### src/rtl/lpc_frame_scheduler_if.sv
`default_nettype none
// ============================================================================
// Module   : lpc_frame_scheduler_if
// Brief    : Frame buffer / engine / coefficient-stream bundle of the LPC
//            frame scheduler.
// Revision : 1.0
// ============================================================================
interface lpc_frame_scheduler_if #(
    parameter int ORDER = 10,
    parameter int CNT_W = 16
);
    logic             frame_rdy;
    logic             frame_ack;
    logic             ac_start;
    logic             ac_done;
    logic             lev_start;
    logic             lev_done;
    logic [ORDER-1:0] coef_rsel;
    logic             coef_valid;
    logic             coef_ready;
    logic             coef_last;
    logic             busy;
    logic             err;
    logic [CNT_W-1:0] frame_cnt;
    logic [CNT_W-1:0] drop_cnt;

    modport master (
        input  frame_rdy, ac_done, lev_done, coef_ready,
        output frame_ack, ac_start, lev_start, coef_rsel, coef_valid,
               coef_last, busy, err, frame_cnt, drop_cnt
    );

    modport slave (
        output frame_rdy, ac_done, lev_done, coef_ready,
        input  frame_ack, ac_start, lev_start, coef_rsel, coef_valid,
               coef_last, busy, err, frame_cnt, drop_cnt
    );
endinterface
`default_nettype wire

### src/rtl/lpc_frame_scheduler.sv
`default_nettype none
// ============================================================================
// Module   : lpc_frame_scheduler
// Brief    : Runs autocorrelation, Levinson and coefficient streaming for one
//            LPC frame, with a per-engine watchdog. All outputs registered.
// Revision : 1.0
// ============================================================================
module lpc_frame_scheduler #(
    parameter int ORDER   = 10,
    parameter int TIMEOUT = 4095,
    parameter int CNT_W   = 16
) (
    input wire clk,
    input wire reset,
    lpc_frame_scheduler_if.master bus
);

    localparam int WD_W = $clog2(TIMEOUT);
    localparam logic [WD_W-1:0] c_WD_TERM = WD_W'(TIMEOUT - 1);

    typedef enum logic [2:0] {
        S_IDLE    = 3'd0,
        S_AC_RUN  = 3'd1,
        S_LEV_RUN = 3'd2,
        S_OUT     = 3'd3,
        S_ACK     = 3'd4,
        S_DROP    = 3'd5
    } state_t;

    state_t           state_q, state_d;
    logic [WD_W-1:0]  wd_q, wd_d;
    logic             frame_ack_q, frame_ack_d;
    logic             ac_start_q, ac_start_d;
    logic             lev_start_q, lev_start_d;
    logic [ORDER-1:0] coef_rsel_q, coef_rsel_d;
    logic             coef_valid_q, coef_valid_d;
    logic             coef_last_q, coef_last_d;
    logic             busy_q, busy_d;
    logic             err_q, err_d;
    logic [CNT_W-1:0] frame_cnt_q, frame_cnt_d;
    logic [CNT_W-1:0] drop_cnt_q, drop_cnt_d;

    always_comb begin
        state_d     = state_q;
        wd_d        = '0;
        frame_ack_d = 1'b0;
        ac_start_d  = 1'b0;
        lev_start_d = 1'b0;
        coef_rsel_d = '0;
        err_d       = err_q;
        frame_cnt_d = frame_cnt_q;
        drop_cnt_d  = drop_cnt_q;

        case (state_q)
            S_IDLE: begin
                if (bus.frame_rdy) begin
                    state_d    = S_AC_RUN;
                    ac_start_d = 1'b1;
                end
            end
            // The start-pulse cycle masks done; done beats the terminal count.
            S_AC_RUN: begin
                wd_d = wd_q + 1'b1;
                if (!ac_start_q && bus.ac_done) begin
                    state_d     = S_LEV_RUN;
                    lev_start_d = 1'b1;
                    wd_d        = '0;
                end else if (wd_q == c_WD_TERM) begin
                    state_d     = S_DROP;
                    frame_ack_d = 1'b1;
                    drop_cnt_d  = drop_cnt_q + 1'b1;
                    err_d       = 1'b1;
                end
            end
            S_LEV_RUN: begin
                wd_d = wd_q + 1'b1;
                if (!lev_start_q && bus.lev_done) begin
                    state_d     = S_OUT;
                    coef_rsel_d = ORDER'(1);
                    wd_d        = '0;
                end else if (wd_q == c_WD_TERM) begin
                    state_d     = S_DROP;
                    frame_ack_d = 1'b1;
                    drop_cnt_d  = drop_cnt_q + 1'b1;
                    err_d       = 1'b1;
                end
            end
            S_OUT: begin
                coef_rsel_d = coef_rsel_q;
                if (coef_valid_q && bus.coef_ready) begin
                    if (coef_rsel_q[ORDER-1]) begin
                        state_d     = S_ACK;
                        coef_rsel_d = '0;
                        frame_ack_d = 1'b1;
                        frame_cnt_d = frame_cnt_q + 1'b1;
                    end else begin
                        coef_rsel_d = coef_rsel_q << 1;
                    end
                end
            end
            S_ACK:   state_d = S_IDLE;
            S_DROP:  state_d = S_IDLE;
            default: state_d = S_IDLE;
        endcase

        coef_valid_d = (state_d == S_OUT);
        coef_last_d  = coef_valid_d & coef_rsel_d[ORDER-1];
        busy_d       = (state_d != S_IDLE);
    end

    always_ff @(posedge clk) begin
        if (reset) begin
            state_q      <= S_IDLE;
            wd_q         <= '0;
            frame_ack_q  <= 1'b0;
            ac_start_q   <= 1'b0;
            lev_start_q  <= 1'b0;
            coef_rsel_q  <= '0;
            coef_valid_q <= 1'b0;
            coef_last_q  <= 1'b0;
            busy_q       <= 1'b0;
            err_q        <= 1'b0;
            frame_cnt_q  <= '0;
            drop_cnt_q   <= '0;
        end else begin
            state_q      <= state_d;
            wd_q         <= wd_d;
            frame_ack_q  <= frame_ack_d;
            ac_start_q   <= ac_start_d;
            lev_start_q  <= lev_start_d;
            coef_rsel_q  <= coef_rsel_d;
            coef_valid_q <= coef_valid_d;
            coef_last_q  <= coef_last_d;
            busy_q       <= busy_d;
            err_q        <= err_d;
            frame_cnt_q  <= frame_cnt_d;
            drop_cnt_q   <= drop_cnt_d;
        end
    end

    assign bus.frame_ack  = frame_ack_q;
    assign bus.ac_start   = ac_start_q;
    assign bus.lev_start  = lev_start_q;
    assign bus.coef_rsel  = coef_rsel_q;
    assign bus.coef_valid = coef_valid_q;
    assign bus.coef_last  = coef_last_q;
    assign bus.busy       = busy_q;
    assign bus.err        = err_q;
    assign bus.frame_cnt  = frame_cnt_q;
    assign bus.drop_cnt   = drop_cnt_q;

endmodule
`default_nettype wire

### src/flat_wrapper.sv
// flat-port wrapper written by rule: the top's interface ports become plain ports
module lpc_frame_scheduler_flat 
#(
    parameter int ORDER   = 10,
    parameter int TIMEOUT = 4095,
    parameter int CNT_W   = 16
)
  (clk, reset, bus_frame_rdy, bus_ac_done, bus_lev_done, bus_coef_ready, bus_frame_ack, bus_ac_start, bus_lev_start, bus_coef_rsel, bus_coef_valid, bus_coef_last, bus_busy, bus_err, bus_frame_cnt, bus_drop_cnt);
  lpc_frame_scheduler_if #(.ORDER(ORDER), .CNT_W(CNT_W)) bus_i ();
  input wire clk;
  input wire reset;
  input wire logic [$bits(bus_i.frame_rdy)-1:0] bus_frame_rdy;
  input wire logic [$bits(bus_i.ac_done)-1:0] bus_ac_done;
  input wire logic [$bits(bus_i.lev_done)-1:0] bus_lev_done;
  input wire logic [$bits(bus_i.coef_ready)-1:0] bus_coef_ready;
  output wire logic [$bits(bus_i.frame_ack)-1:0] bus_frame_ack;
  output wire logic [$bits(bus_i.ac_start)-1:0] bus_ac_start;
  output wire logic [$bits(bus_i.lev_start)-1:0] bus_lev_start;
  output wire logic [$bits(bus_i.coef_rsel)-1:0] bus_coef_rsel;
  output wire logic [$bits(bus_i.coef_valid)-1:0] bus_coef_valid;
  output wire logic [$bits(bus_i.coef_last)-1:0] bus_coef_last;
  output wire logic [$bits(bus_i.busy)-1:0] bus_busy;
  output wire logic [$bits(bus_i.err)-1:0] bus_err;
  output wire logic [$bits(bus_i.frame_cnt)-1:0] bus_frame_cnt;
  output wire logic [$bits(bus_i.drop_cnt)-1:0] bus_drop_cnt;
  assign bus_i.frame_rdy = bus_frame_rdy;
  assign bus_i.ac_done = bus_ac_done;
  assign bus_i.lev_done = bus_lev_done;
  assign bus_i.coef_ready = bus_coef_ready;
  assign bus_frame_ack = bus_i.frame_ack;
  assign bus_ac_start = bus_i.ac_start;
  assign bus_lev_start = bus_i.lev_start;
  assign bus_coef_rsel = bus_i.coef_rsel;
  assign bus_coef_valid = bus_i.coef_valid;
  assign bus_coef_last = bus_i.coef_last;
  assign bus_busy = bus_i.busy;
  assign bus_err = bus_i.err;
  assign bus_frame_cnt = bus_i.frame_cnt;
  assign bus_drop_cnt = bus_i.drop_cnt;
  lpc_frame_scheduler #(.ORDER(ORDER), .TIMEOUT(TIMEOUT), .CNT_W(CNT_W)) u_core (.clk(clk), .reset(reset), .bus(bus_i));
endmodule
### config.mk
export PLATFORM = sky130hd
export DESIGN_NAME = lpc_frame_scheduler_flat
export DESIGN_NICKNAME = d
export VERILOG_FILES = /design/src/rtl/lpc_frame_scheduler_if.sv /design/src/rtl/lpc_frame_scheduler.sv /design/src/flat_wrapper.sv
export SDC_FILE = /design/constraint.sdc
export NUM_CORES = 1
export LEC_CHECK = 0
export BUFFER_PORTS_ARGS = -buffer_cell sky130_fd_sc_hd__clkbuf_2
export CAP_MARGIN = 10
export CELL_PAD_IN_SITES_DETAIL_PLACEMENT = 2
export CELL_PAD_IN_SITES_GLOBAL_PLACEMENT = 2
export CORE_UTILIZATION = 32
export DETAILED_ROUTE_END_ITERATION = 6
export PLACE_DENSITY_LB_ADDON = 0.2
export SETUP_SLACK_MARGIN = 0.4
export SLEW_MARGIN = 25
export SYNTH_ARGS = -nofsm -noshare
export SYNTH_HDL_FRONTEND = slang
export SYNTH_SLANG_ARGS = --single-unit
### constraint.sdc
create_clock -name clk -period 2.15 [get_ports clk]
set_input_delay 0.1075 -clock clk [delete_from_list [all_inputs] [get_ports clk]]
set_output_delay 0.1075 -clock clk [all_outputs]
set_load 0.05 [all_outputs]
# Word level (Yosys, flattened, before mapping)
# Index checks and enable logic that the tools add are counted.
# op_classes
add_sub_neg,3
n_eq_ne,8
n_mux,30
bitwise,3
n_reduce_logical,12
# ops
cell,n
16-bit 2-to-1 mux,3
16-bit by 1-bit adder with 16-bit output (second input constant),2
16-bit one-hot mux with 2 select lines,1
12-bit 2-to-1 mux,2
12-bit one-hot mux with 2 select lines,1
10-bit 2-to-1 mux,2
10-bit one-hot mux with 2 select lines,1
3-bit 2-to-1 mux,6
12-bit by 1-bit adder with 12-bit output (second input constant),1
12-bit equality test (second input constant),1
3-bit one-hot mux with 4 select lines,1
1-bit 2-to-1 mux,11
3-bit by 2-bit equality test with 1-bit output (second input constant),3
3-bit AND reduction,2
2-bit != test (second input constant),2
2-bit OR reduction,2
3-bit by 1-bit equality test with 1-bit output (second input constant),1
1-bit logical AND,3
3-bit logical NOT,1
1-bit one-hot mux with 3 select lines,1
3-bit nonzero test,1
1-bit logical NOT,2
2-bit by 1-bit != test with 1-bit output (second input constant),1
1-bit inverter,2
3 further kinds,3
# totals
regBits,64
inputBits,6
out_inout_bits,49
elab_cells,69

# Longest topological paths before layout
# Gate-level depths: netlist of the first run.
# logic_depth
ltp_word,6
depth_mapped,8
mapped_depth_nobuf,7

# Worst setup path after synthesis of the first run
# No wires, ideal clock.
# synth_path
path_kind,reg2reg
start,register u_core.lev_start_q (netlist: u_core.bus.lev_start)
end,register u_core.drop_cnt_q[11] (netlist: u_core.bus.drop_cnt[11])
setup_ns,0.070
arrival_time_ns,1.849
required_ns,2.080
setup_slack_ns,0.230
stages_incl_launch_ff,7
n_path_buf,1
synth_period_minus_slack_ns,1.920
cell_sequence,dfxtp_1 -> nor2b_1 -> o22ai_1 -> nand4b_1 -> buf_2 -> or3_1 -> a21oi_1
# synth_between
elab_chain_len,4
# synth_lines
item,line_no,source
start: declaration,lpc_frame_scheduler.sv:34,"logic lev_start_q, lev_start_d;"
start signal: assignment,lpc_frame_scheduler.sv:130,lev_start_q <= lev_start_d;
1-bit logical NOT,lpc_frame_scheduler.sv:77,if (!lev_start_q && bus.lev_done) begin
1-bit logical AND,lpc_frame_scheduler.sv:77,
2-bit != test (no line),n/a,
3-bit AND reduction (no line),n/a,
end signal: assignment,lpc_frame_scheduler.sv:137,drop_cnt_q <= drop_cnt_d;
end: declaration,lpc_frame_scheduler.sv:41,"logic [CNT_W-1:0] drop_cnt_q, drop_cnt_d;"
# Every way passes these cells.
# A chain may end at the register's enable or synchronous reset.

# Worst setup path after layout of the first run
# layout_path
start,register u_core.wd_q[7]
end,register u_core.drop_cnt_q[12] (netlist: u_core.bus.drop_cnt[12])
# layout_between
elab_chain_len,4
word_cells_on_any_way,5
classes_between,eq/ne: 1; mux: 4
# layout_lines
item,line_no,source
start: declaration,lpc_frame_scheduler.sv:31,"logic [WD_W-1:0] wd_q, wd_d;"
start signal: assignment,lpc_frame_scheduler.sv:127,wd_q <= wd_d;
12-bit equality test (*),"lpc_frame_scheduler.sv:68, lpc_frame_scheduler.sv:81",
16-bit 2-to-1 mux (*),n/a,
"16-bit 2-to-1 mux, on equally long branches",n/a,
16-bit one-hot mux with 2 select lines (*),n/a,
# Mark *: on every way between the ends. The rest lies on a longest branch, timed or not. The select of a mux whose other input is x is not followed.

==> results_dict.tcl, run 1 <==
set metrics [dict create \
    cts_made_buffers 9 \
    power.total_mw 2.468 \
    tightest_slew_ns 0.5535 \
    core_sq_um 8175 \
    ir_drop_mv 0.2977 \
    grt_pass1_vias 2551 \
    async_reset_ff_frac 0 \
    comb_power_share 0.079 \
    p_int_mw 1.857 \
    p_sw_mw 0.6117 \
    yosysSeqAreaShare 0.4774 \
    grt_usage 0.1958 \
    io_pins 55 \
    clockBufferDepth 2 \
    switching_share 0.2478 \
    first_pass_iters 4 \
    gr-total-overflow 0 \
    place_hpwl_um 5335 \
    antenna_found_initial 0 \
    hold_viol_final 0 \
    grt.busiest_layer "met2" \
    tns_ns 0 \
    p_leak_nw 1.422 \
    grt_util_met2 0.3315 \
    drive_gt1_frac 0.3929 \
    diodes 0 \
    gp_congestion 0.7168 \
    crit_chain "nand4_4, nor4_4, buf_4, nand4b_1, buf_6, or3_1, a21oi_1" \
    worstPathMaxFanout 10 \
    finalNetCount 402 \
    synth_edf_count 0 \
    grt_pass1_wl_um 13050 \
    crit_slowest_cell "dfxtp_4" \
    slew-limit-headroom 0.6310 \
    startpoint_type "flip-flop" \
    max_clock_freq_mhz 528.1 \
    clock_latency_ns 0.34 \
    cts_tree "built" \
    cts_sinks 64 \
    synth_seq_cells 64 \
    die_area_sq_um 8757 \
    p_seq_frac 0.491 \
    synth_area_sq_um 2684 \
    cp_data_required_time_ns 2.41 \
    final_antenna_net_count 0 \
    critPathKind "reg -> reg" \
    cts_root_buf "clkbuf_8" \
    finalCriticalPeriod_ns 1.894 \
    maxCapViolCount 0 \
    routed_wl_um 8446 \
    wl_per_cell_um 16.82 \
    syn_avg_cell_area_sq_um 8.742 \
    synth_ff_type "dfxtp_1" \
    max_stage_delay_ns 0.37 \
    finalCritPeriodShare 0.8808 \
    initial_utilization 0.3283 \
    worst-path-stages 7 \
    whs_path_depth 2 \
    fin_skew_ns 0.006948 \
    die_y_um 93.58 \
    status "complete, no violations" \
    via_per_inst 5.127 \
    syn2layout_area_growth_pct 37.39 \
    ys_types 37 \
    clkPwrFrac 0.430 \
    syn_nets 317 \
    hold_buffers 0 \
    power.density_nw_per_um2 669.5 \
    clk_pin_slew_ns 0.07 \
    route.detailed.drc 0 \
    detailedRoute.firstIterationViolations 50 \
    final_max_slew_viol_count 0 \
    h-tree-depth 3 \
    via_count 2574 \
    row_count 33 \
    ys_warn_count 0 \
    grtUsageMet3 0.04959 \
    synth_cells 307 \
    endpoint_kind "flip-flop" \
    cp_num_buf_inv 2 \
    r2r_cells 7 \
    io_buffers 54 \
    use_met1 0.2386 \
    hp-class "in -> reg" \
    final_util 0.4510 \
    arrival_ns 2.15 \
    grt_max_degree 43 \
    rsz0062_at_grt "yes" \
    finalSetupViolCount 0 \
    die_w_um 93.58 \
    cp_top_family "simple AND/OR/NAND/NOR gates" \
]
==> stage by stage <==
step	cells	area [sq um]	hold WS (ns)	worst slack (ns)
after global routing	502	3687	0.01935	0.1868
final	502	3687	0.03058	0.2564
after detailed placement	465	3133	0.3873	0.04783
after floorplan	307	2708	0.2721	0.4017
after global placement	465	3133	0.3847	0.2250
after CTS	491	3502	0.02339	0.3344
==> state kept, by name (all words and copies together), names as in the netlist <==
| name | cells |
|---|---|
| u_core.bus.drop_cnt | 16 |
| u_core.bus.frame_cnt | 16 |
| u_core.wd_q | 12 |
| u_core.bus.coef_rsel | 10 |
| u_core.state_q | 3 |
| u_core.bus.ac_start | 1 |
| u_core.bus.busy | 1 |
| u_core.bus.coef_last | 1 |
| u_core.bus.coef_valid | 1 |
| u_core.bus.err | 1 |
| u_core.bus.frame_ack | 1 |
| u_core.bus.lev_start | 1 |
==> cell usage in the layout (no fill, tap or decap), types with 2 or more instances in the layout <==
cell	n
clkbuf_2	54
nor2_1	44
dfxtp_1	32
dfxtp_2	24
buf_4	22
nand2_1	17
a21oi_1	15
xnor2_1	15
o21ai_0	15
or3_1	14
clkbuf_8	11
inv_1	10
nand3_1	10
nor3_1	9
a22oi_1	9
xor2_1	8
nand4_1	8
dfxtp_4	8
a21oi_2	7
buf_6	7
and3_1	4
and2_1	4
nand2b_1	3
ha_1	3
nand4_4	2
nor2b_1	2
nand4b_1	2
mux2i_1	2
nor4_1	2
and4_1	2
nor4_2	2
or3_4	2
o21ai_1	2
clkbuf_1	2
clkinv_2	2
==> worst register-to-register path, cell delays in order (launching register included) <==
cell and delay (ns):
dfxtp_4 0.37, nand4_4 0.13, nor4_4 0.34, buf_4 0.18
nand4b_1 0.12, buf_6 0.16, or3_1 0.36, a21oi_1 0.17
==> repair_timing <==
action / CTS / global route
pin swaps: 10 / 12
setup endpoints to repair: 16 / 21
buffers inserted: 10 / 11
resized for setup: 27 / 32
gates cloned: 0 / 0
==> cell families (layout without fill, tap and decap cells) <==
logic type / after synthesis / count (layout) / share of synthesized area
multiplexers: 2 / 2 / 0.007460
AND/OR/NAND/NOR: 139 / 139 / 0.2746
XOR/XNOR: 23 / 23 / 0.07506
flip-flops: 64 / 64 / 0.4774
buffers and inverters: 20 / 110 / 0.02891
AO/OA/AOI/OAI: 55 / 55 / 0.1180
adder cells (fa/ha/maj): 4 / 4 / 0.01865
==> synth_stat cells, drive strengths merged (5+ instances only) <==
| library cell | number | area share |
|---|---|---|
| a21oi | 22 | 0.041 |
| clkbuf | 7 | 0.0098 |
| nand2 | 18 | 0.025 |
| xor2 | 8 | 0.026 |
| xnor2 | 15 | 0.049 |
| nor4 | 5 | 0.017 |
| a22oi | 10 | 0.028 |
| inv | 11 | 0.015 |
| or3 | 16 | 0.037 |
| nor2 | 44 | 0.062 |
| nor3 | 10 | 0.019 |
| dfxtp | 64 | 0.48 |
| o21ai | 17 | 0.032 |
| nand3 | 10 | 0.019 |
| nand4 | 10 | 0.028 |
==> layer usage <==
metal	vias up	part of all wire
met2	38	0.52
met4	0	0.010
met5	-	0
met3	6	0.030
met1	1286	0.44
li1	1244	-
==> path summary, 6_finish.rpt <==
path                                from  slack [ns]                              endpoint
min reg2reg  u_core.bus.err$_SDFFE_PP0P_        0.45           u_core.bus.err$_SDFFE_PP0P_
max            u_core.wd_q[7]$_SDFF_PP0_        0.26  u_core.bus.drop_cnt[12]$_SDFFE_PP0P_
max reg2reg    u_core.wd_q[7]$_SDFF_PP0_        0.26  u_core.bus.drop_cnt[12]$_SDFFE_PP0P_
min                        bus_frame_rdy        0.03        u_core.bus.ac_start$_SDFF_PP0_
==> power by group through the flow <==
stage                     logic (mW)  registers [mW]  clock network, mW
after CTS                      0.179            1.22               1.09
final                          0.194            1.21               1.06
after floorplan               0.0818            1.28                  0
after detailed placement       0.159            1.25                  0
after global placement         0.156            1.25                  0
after global routing           0.212            1.21               1.15
==> final cells by class <==
type                    instances  area (sq um)
clock buffers                  13         158.9
well taps                     105         131.4
fillers                       908          4488
multi-input cells             223          1460
inverters                      11         41.29
repair buffers                 83         514.2
flip-flops and latches         64          1341
clock inverters                 3         40.04
(Power assumes the default switching activity.)
==> inputs of run 2 (changes only) <==
--- a/config.mk
+++ b/config.mk
@@ -9,6 +9,7 @@
 export CAP_MARGIN = 10
 export CELL_PAD_IN_SITES_DETAIL_PLACEMENT = 2
 export CELL_PAD_IN_SITES_GLOBAL_PLACEMENT = 2
+export CORE_ASPECT_RATIO = 0.75
 export CORE_UTILIZATION = 32
 export DETAILED_ROUTE_END_ITERATION = 6
 export PLACE_DENSITY_LB_ADDON = 0.2
==> run 2 against run 1 <==
Combinational power decreased by 14%. First-iteration DRC count increased by 32%. Clock skew increased by 0.00082 ns. Worst hold slack got worse by 0.0034 ns. Critical path depth decreased by 1. Clock power about the same. Setup slack improved by 0.0095 ns. Largest power group unchanged.
==> results_dict.tcl, run 2 (synthesis gave the netlist of run 1 again) <==
set metrics [dict create \
    status "complete, no violations" \
    gr-total-overflow 0 \
    via_count 2505 \
    finalSetupViolCount 0 \
    mostFrequentLayoutCells "clkbuf_2, nor2_1, dfxtp_1, dfxtp_2, a21oi_1" \
    route.detailed.drc 0 \
    final_area_sq_um 3551 \
    rsz0062_at_grt "yes" \
    antenna_found_initial 0 \
    critPathKind "reg -> reg" \
    max_stage_delay_ns 0.46 \
    max_clock_freq_mhz 530.8 \
    die_area_sq_um 8761 \
    crit_slowest_cell "or4_1" \
    detailedRoute.firstIterationViolations 66 \
    grt_usage 0.2081 \
    hold_viol_final 0 \
    die_y_um 81.31 \
    via_per_inst 5.061 \
    diodes 0 \
    p_leak_nw 1.370 \
    clk_pin_slew_ns 0.07 \
    crit_chain "nand2b_1, o22ai_2, nand4b_1, buf_6, or4_1, a21oi_1" \
    die_w_um 107.7 \
    slew-limit-headroom 0.6741 \
    p_seq_frac 0.497 \
    fin_skew_ns 0.007772 \
    mostFrequentLayoutCell "clkbuf_2" \
    finalCritPeriodShare 0.8763 \
    gp_congestion 0.7386 \
    cts_sinks 64 \
    wl_per_cell_um 16.90 \
    cts_made_buffers 9 \
    cts_tree "built" \
    final_max_slew_viol_count 0 \
    grt_pass1_vias 2658 \
    power.density_nw_per_um2 691.3 \
    ir_drop_mv 0.3811 \
    final_antenna_net_count 0 \
    placed_area_sq_um 3118 \
    io_pins 55 \
    arrival_ns 2.17 \
    cp_num_buf_inv 1 \
    routed_wl_um 8366 \
    grt_pass1_wl_um 13590 \
    cp_top_family "simple AND/OR/NAND/NOR gates" \
    row_count 28 \
    maxCapViolCount 0 \
    clockBufferDepth 2 \
    p_int_mw 1.845 \
    first_pass_iters 4 \
    tns_ns 0 \
    switching_share 0.2483 \
    hp-class "in -> reg" \
    drive_gt1_frac 0.3513 \
    worstPathMaxFanout 8 \
    finalCriticalPeriod_ns 1.884 \
    clkPwrFrac 0.435 \
    initial_utilization 0.3345 \
    tightest_slew_ns 0.4888 \
    io_buffers 54 \
    syn2layout_area_growth_pct 32.31 \
    startpoint_type "flip-flop" \
    cts_root_buf "clkbuf_8" \
    cp_data_required_time_ns 2.44 \
    finalNetCount 395 \
    core_sq_um 8023 \
    h-tree-depth 3 \
    comb_power_share 0.068 \
    place_hpwl_um 5599 \
    grt_max_degree 43 \
    p_sw_mw 0.6095 \
    endpoint_kind "flip-flop" \
    clock_latency_ns 0.36 \
]
run 2: changes by cell type in the layout (fill, tap and decap cells not counted), sizes merged:
cell / before / now
buf: 29 / 22
run 2: worst paths after layout:
path                                start                                    to  slack, ns  cells after the start
max          u_core.state_q[0]$_SDFF_PP0_  u_core.bus.drop_cnt[15]$_SDFFE_PP0P_       0.27                      6
min                         bus_frame_rdy        u_core.bus.ac_start$_SDFF_PP0_       0.03                      2
max reg2reg  u_core.state_q[0]$_SDFF_PP0_  u_core.bus.drop_cnt[15]$_SDFFE_PP0P_       0.27                      6
min reg2reg  u_core.state_q[1]$_SDFF_PP0_        u_core.bus.ac_start$_SDFF_PP0_       0.48                      1
run 2: cell type report:
cell class              count  area, sq um
fillers                   908         4472
multi-input cells         223         1394
flip-flops and latches     64         1339
repair buffers             76        446.7
clock buffers              13        158.9
well taps                 105        131.4
inverters                  11        41.29
clock inverters             3        40.04
run 2: worst register-to-register path: stages (launching register included):
cell and delay [ns]:
dfxtp_4 0.37, nand2b_1 0.19, o22ai_2 0.30, nand4b_1 0.20, buf_6 0.18, or4_1 0.46
a21oi_1 0.12
run 2: timing repair:
item / CTS / global route
setup endpoints to repair: 22 / 28
setup buffers: 9 / 6
hold buffers: 0 / 0
pin swaps: 15 / 10
gates cloned: 1 / 0
gates resized for setup: 18 / 28
run 2: through the flow:
step / util / hold slack [ns] / total power, mW / std cells / setup WS, ns
global placement: 0.3886 / 0.3896 / 1.397 / 463 / 0.2248
finish: 0.4426 / 0.02714 / 2.455 / 495 / 0.2659
detailed placement: 0.3886 / 0.3890 / 1.402 / 463 / 0.1236
global route: 0.4426 / 0.01887 / 2.554 / 495 / 0.1950
CTS: 0.4281 / 0.009483 / 2.502 / 489 / 0.2591
floorplan: - / 0.2721 / 1.357 / 307 / 0.4017
run 2: power groups by stage:
stage	Combinational, mW	Sequential [mW]	Clock [mW]
after CTS	0.165	1.22	1.11
after global placement	0.149	1.25	0
after floorplan	0.0818	1.28	0
after detailed placement	0.151	1.25	0
after global routing	0.182	1.22	1.15
final	0.167	1.22	1.07
run 2: per-layer routing:
| metal | track usage | vias to the layer above | wire (um) |
|---|---|---|---|
| li1 | - | 1232 | - |
| met1 | 0.2511 | 1223 | 3837 |
| met2 | 0.3526 | 39 | 4091 |
| met3 | 0.07143 | 11 | 340 |
| met4 | 0.05890 | 0 | 96 |
| met5 | 0 | - | 0 |
==> inputs of run 3 (changes only) <==
--- a/config.mk
+++ b/config.mk
@@ -7,10 +7,8 @@
 export LEC_CHECK = 0
 export BUFFER_PORTS_ARGS = -buffer_cell sky130_fd_sc_hd__clkbuf_2
 export CAP_MARGIN = 10
-export CELL_PAD_IN_SITES_DETAIL_PLACEMENT = 2
-export CELL_PAD_IN_SITES_GLOBAL_PLACEMENT = 2
 export CORE_ASPECT_RATIO = 0.75
-export CORE_UTILIZATION = 32
+export CORE_UTILIZATION = 54
 export DETAILED_ROUTE_END_ITERATION = 6
 export PLACE_DENSITY_LB_ADDON = 0.2
 export SETUP_SLACK_MARGIN = 0.4
==> run 3 against run 2 <==
Die area is 40% lower. Via count is 0.60% higher. Combinational power is 4% higher. Worst hold slack better by 0.033 ns. Final area is 1.6% lower. Sequential share of layout area is 0.49 points higher. Non-clock buffer count is 3 higher. Register-to-register slack hardly changed. Setup slack better by 0.00061 ns. Count of clock-buffer cells in the layout is 1 lower. Critical path depth stayed put. Highest routed layer unchanged.
==> results_dict.tcl, run 3 (synthesis gave the netlist of run 1 again) <==
set metrics [dict create \
    status "complete, no violations" \
    finalCritPeriodShare 0.8760 \
    worstPathMaxFanout 6 \
    p_seq_frac 0.512 \
    grt_usage 0.2424 \
    r2r_cells 6 \
    p_leak_nw 1.372 \
    first_pass_iters 4 \
    grt_max_degree 43 \
    finalCriticalPeriod_ns 1.883 \
    final_antenna_net_count 0 \
    clockBufferDepth 2 \
    diodes 0 \
    hold_viol_final 0 \
    grt_pass1_vias 2161 \
    grt_util_met2 0.3607 \
    clk_pin_slew_ns 0.07 \
    finalSetupViolCount 0 \
    cts_made_buffers 9 \
    cts_root_buf "clkbuf_8" \
    clock_latency_ns 0.34 \
    route.detailed.drc 0 \
    io_pins 55 \
    crit_slowest_cell "or4_1" \
    gp_congestion 0.7327 \
    fin_skew_ns 0.009906 \
    dp_cells 414 \
    cts_tree "built" \
    cp_data_required_time_ns 2.41 \
    power.density_nw_per_um2 680.8 \
    mostFrequentLayoutCell "clkbuf_2" \
    p_sw_mw 0.5690 \
    arrival_ns 2.15 \
    final_max_slew_viol_count 0 \
    die_w_um 83.41 \
    slew-limit-headroom 0.5010 \
    cp_top_family "simple AND/OR/NAND/NOR gates" \
    place_hpwl_um 4031 \
    clkPwrFrac 0.415 \
    max_stage_delay_ns 0.47 \
    crit_chain "nand4_4, nor4_4, nand4b_1, buf_6, or4_1, a21oi_1" \
    via_per_inst 5.612 \
    drive_gt1_frac 0.3520 \
    wl_per_cell_um 14.05 \
    row_count 21 \
    io_buffers 54 \
    hp-class "in -> reg" \
    grtUsageMet3 0.05505 \
    gr-total-overflow 0 \
    grt.busiest_layer "met2" \
    cts_sinks 64 \
    ir_drop_mv 0.5405 \
    mostFrequentLayoutCells "clkbuf_2, nor2_1, dfxtp_1, dfxtp_2, buf_4" \
    endpoint_kind "flip-flop" \
    rsz0062_at_grt "yes" \
    grt_pass1_wl_um 10040 \
    routed_wl_um 6310 \
    finalNetCount 398 \
    antenna_found_initial 0 \
    tns_ns 0 \
    comb_power_share 0.073 \
    startpoint_type "flip-flop" \
    hold_buffers 0 \
    die_y_um 63.06 \
    max_clock_freq_mhz 530.9 \
    detailedRoute.firstIterationViolations 117 \
    critPathKind "reg -> reg" \
    stdcell_count 449 \
    whs_path_depth 2 \
    p_int_mw 1.811 \
    die_area_sq_um 5259 \
    cp_num_buf_inv 1 \
    power.total_mw 2.380 \
    worst-path-stages 6 \
    syn2layout_area_growth_pct 30.26 \
    hold_slack_ns 0.06011 \
    place_ws_ns 0.1843 \
    use_met1 0.3248 \
    initial_utilization 0.5804 \
    switching_share 0.2391 \
    h-tree-depth 3 \
    via_count 2520 \
    core_sq_um 4624 \
    setup_ws_ns 0.2665 \
    maxCapViolCount 0 \
    tightest_slew_ns 0.7484 \
]
==> run 3: final timing paths <==
check | to | startpoint | slack [ns]
worst max-delay path | u_core.bus.drop_cnt[15]$_SDFFE_PP0P_ | u_core.wd_q[9]$_SDFF_PP0_ | 0.27
worst min-delay path | u_core.bus.ac_start$_SDFF_PP0_ | bus_frame_rdy | 0.06
worst max register to register | u_core.bus.drop_cnt[15]$_SDFFE_PP0P_ | u_core.wd_q[9]$_SDFF_PP0_ | 0.27
worst min register to register | u_core.bus.err$_SDFFE_PP0P_ | u_core.bus.err$_SDFFE_PP0P_ | 0.45
==> run 3: timing repair <==
item,CTS,global route
setup endpoints to repair,13,27
setup buffers,9,9
gates cloned,1,1
hold endpoints to repair,0,0
gates resized for setup,18,22
pin swaps,8,16
==> run 3: metal layers <==
layer | vias to the layer above | part of all wire | wire [um]
met5 | - | 0 | 0
met4 | 0 | 0.022 | 141
met3 | 17 | 0.054 | 338
met2 | 78 | 0.46 | 2872
met1 | 1181 | 0.47 | 2958
li1 | 1244 | - | -
==> run 3: power groups by stage <==
stage	Sequential, mW	Combinational (mW)	Clock [mW]
4_1_cts	1.22	0.162	1.01
2_1_floorplan	1.28	0.0818	0
3_5_place_dp	1.25	0.148	0
3_3_place_gp	1.25	0.145	0
5_1_grt	1.22	0.185	1.07
6_report	1.22	0.173	0.989
==> run 3: per-stage QoR <==
step             util  instance area (sq um)
6_report       0.7560                   3496
2_1_floorplan       -                   2708
4_1_cts        0.7275                   3364
5_1_grt        0.7560                   3496
3_3_place_gp   0.6596                   3050
3_5_place_dp   0.6596                   3050
==> run 3: area by class of cell <==
type                    count  area (sq um)
multi-input cells         223          1394
flip-flops and latches     64          1335
fillers                   339          1129
repair buffers             79         466.7
clock buffers              12         145.1
well taps                  57         71.32
clock inverters             3         42.54
inverters                  11         41.29
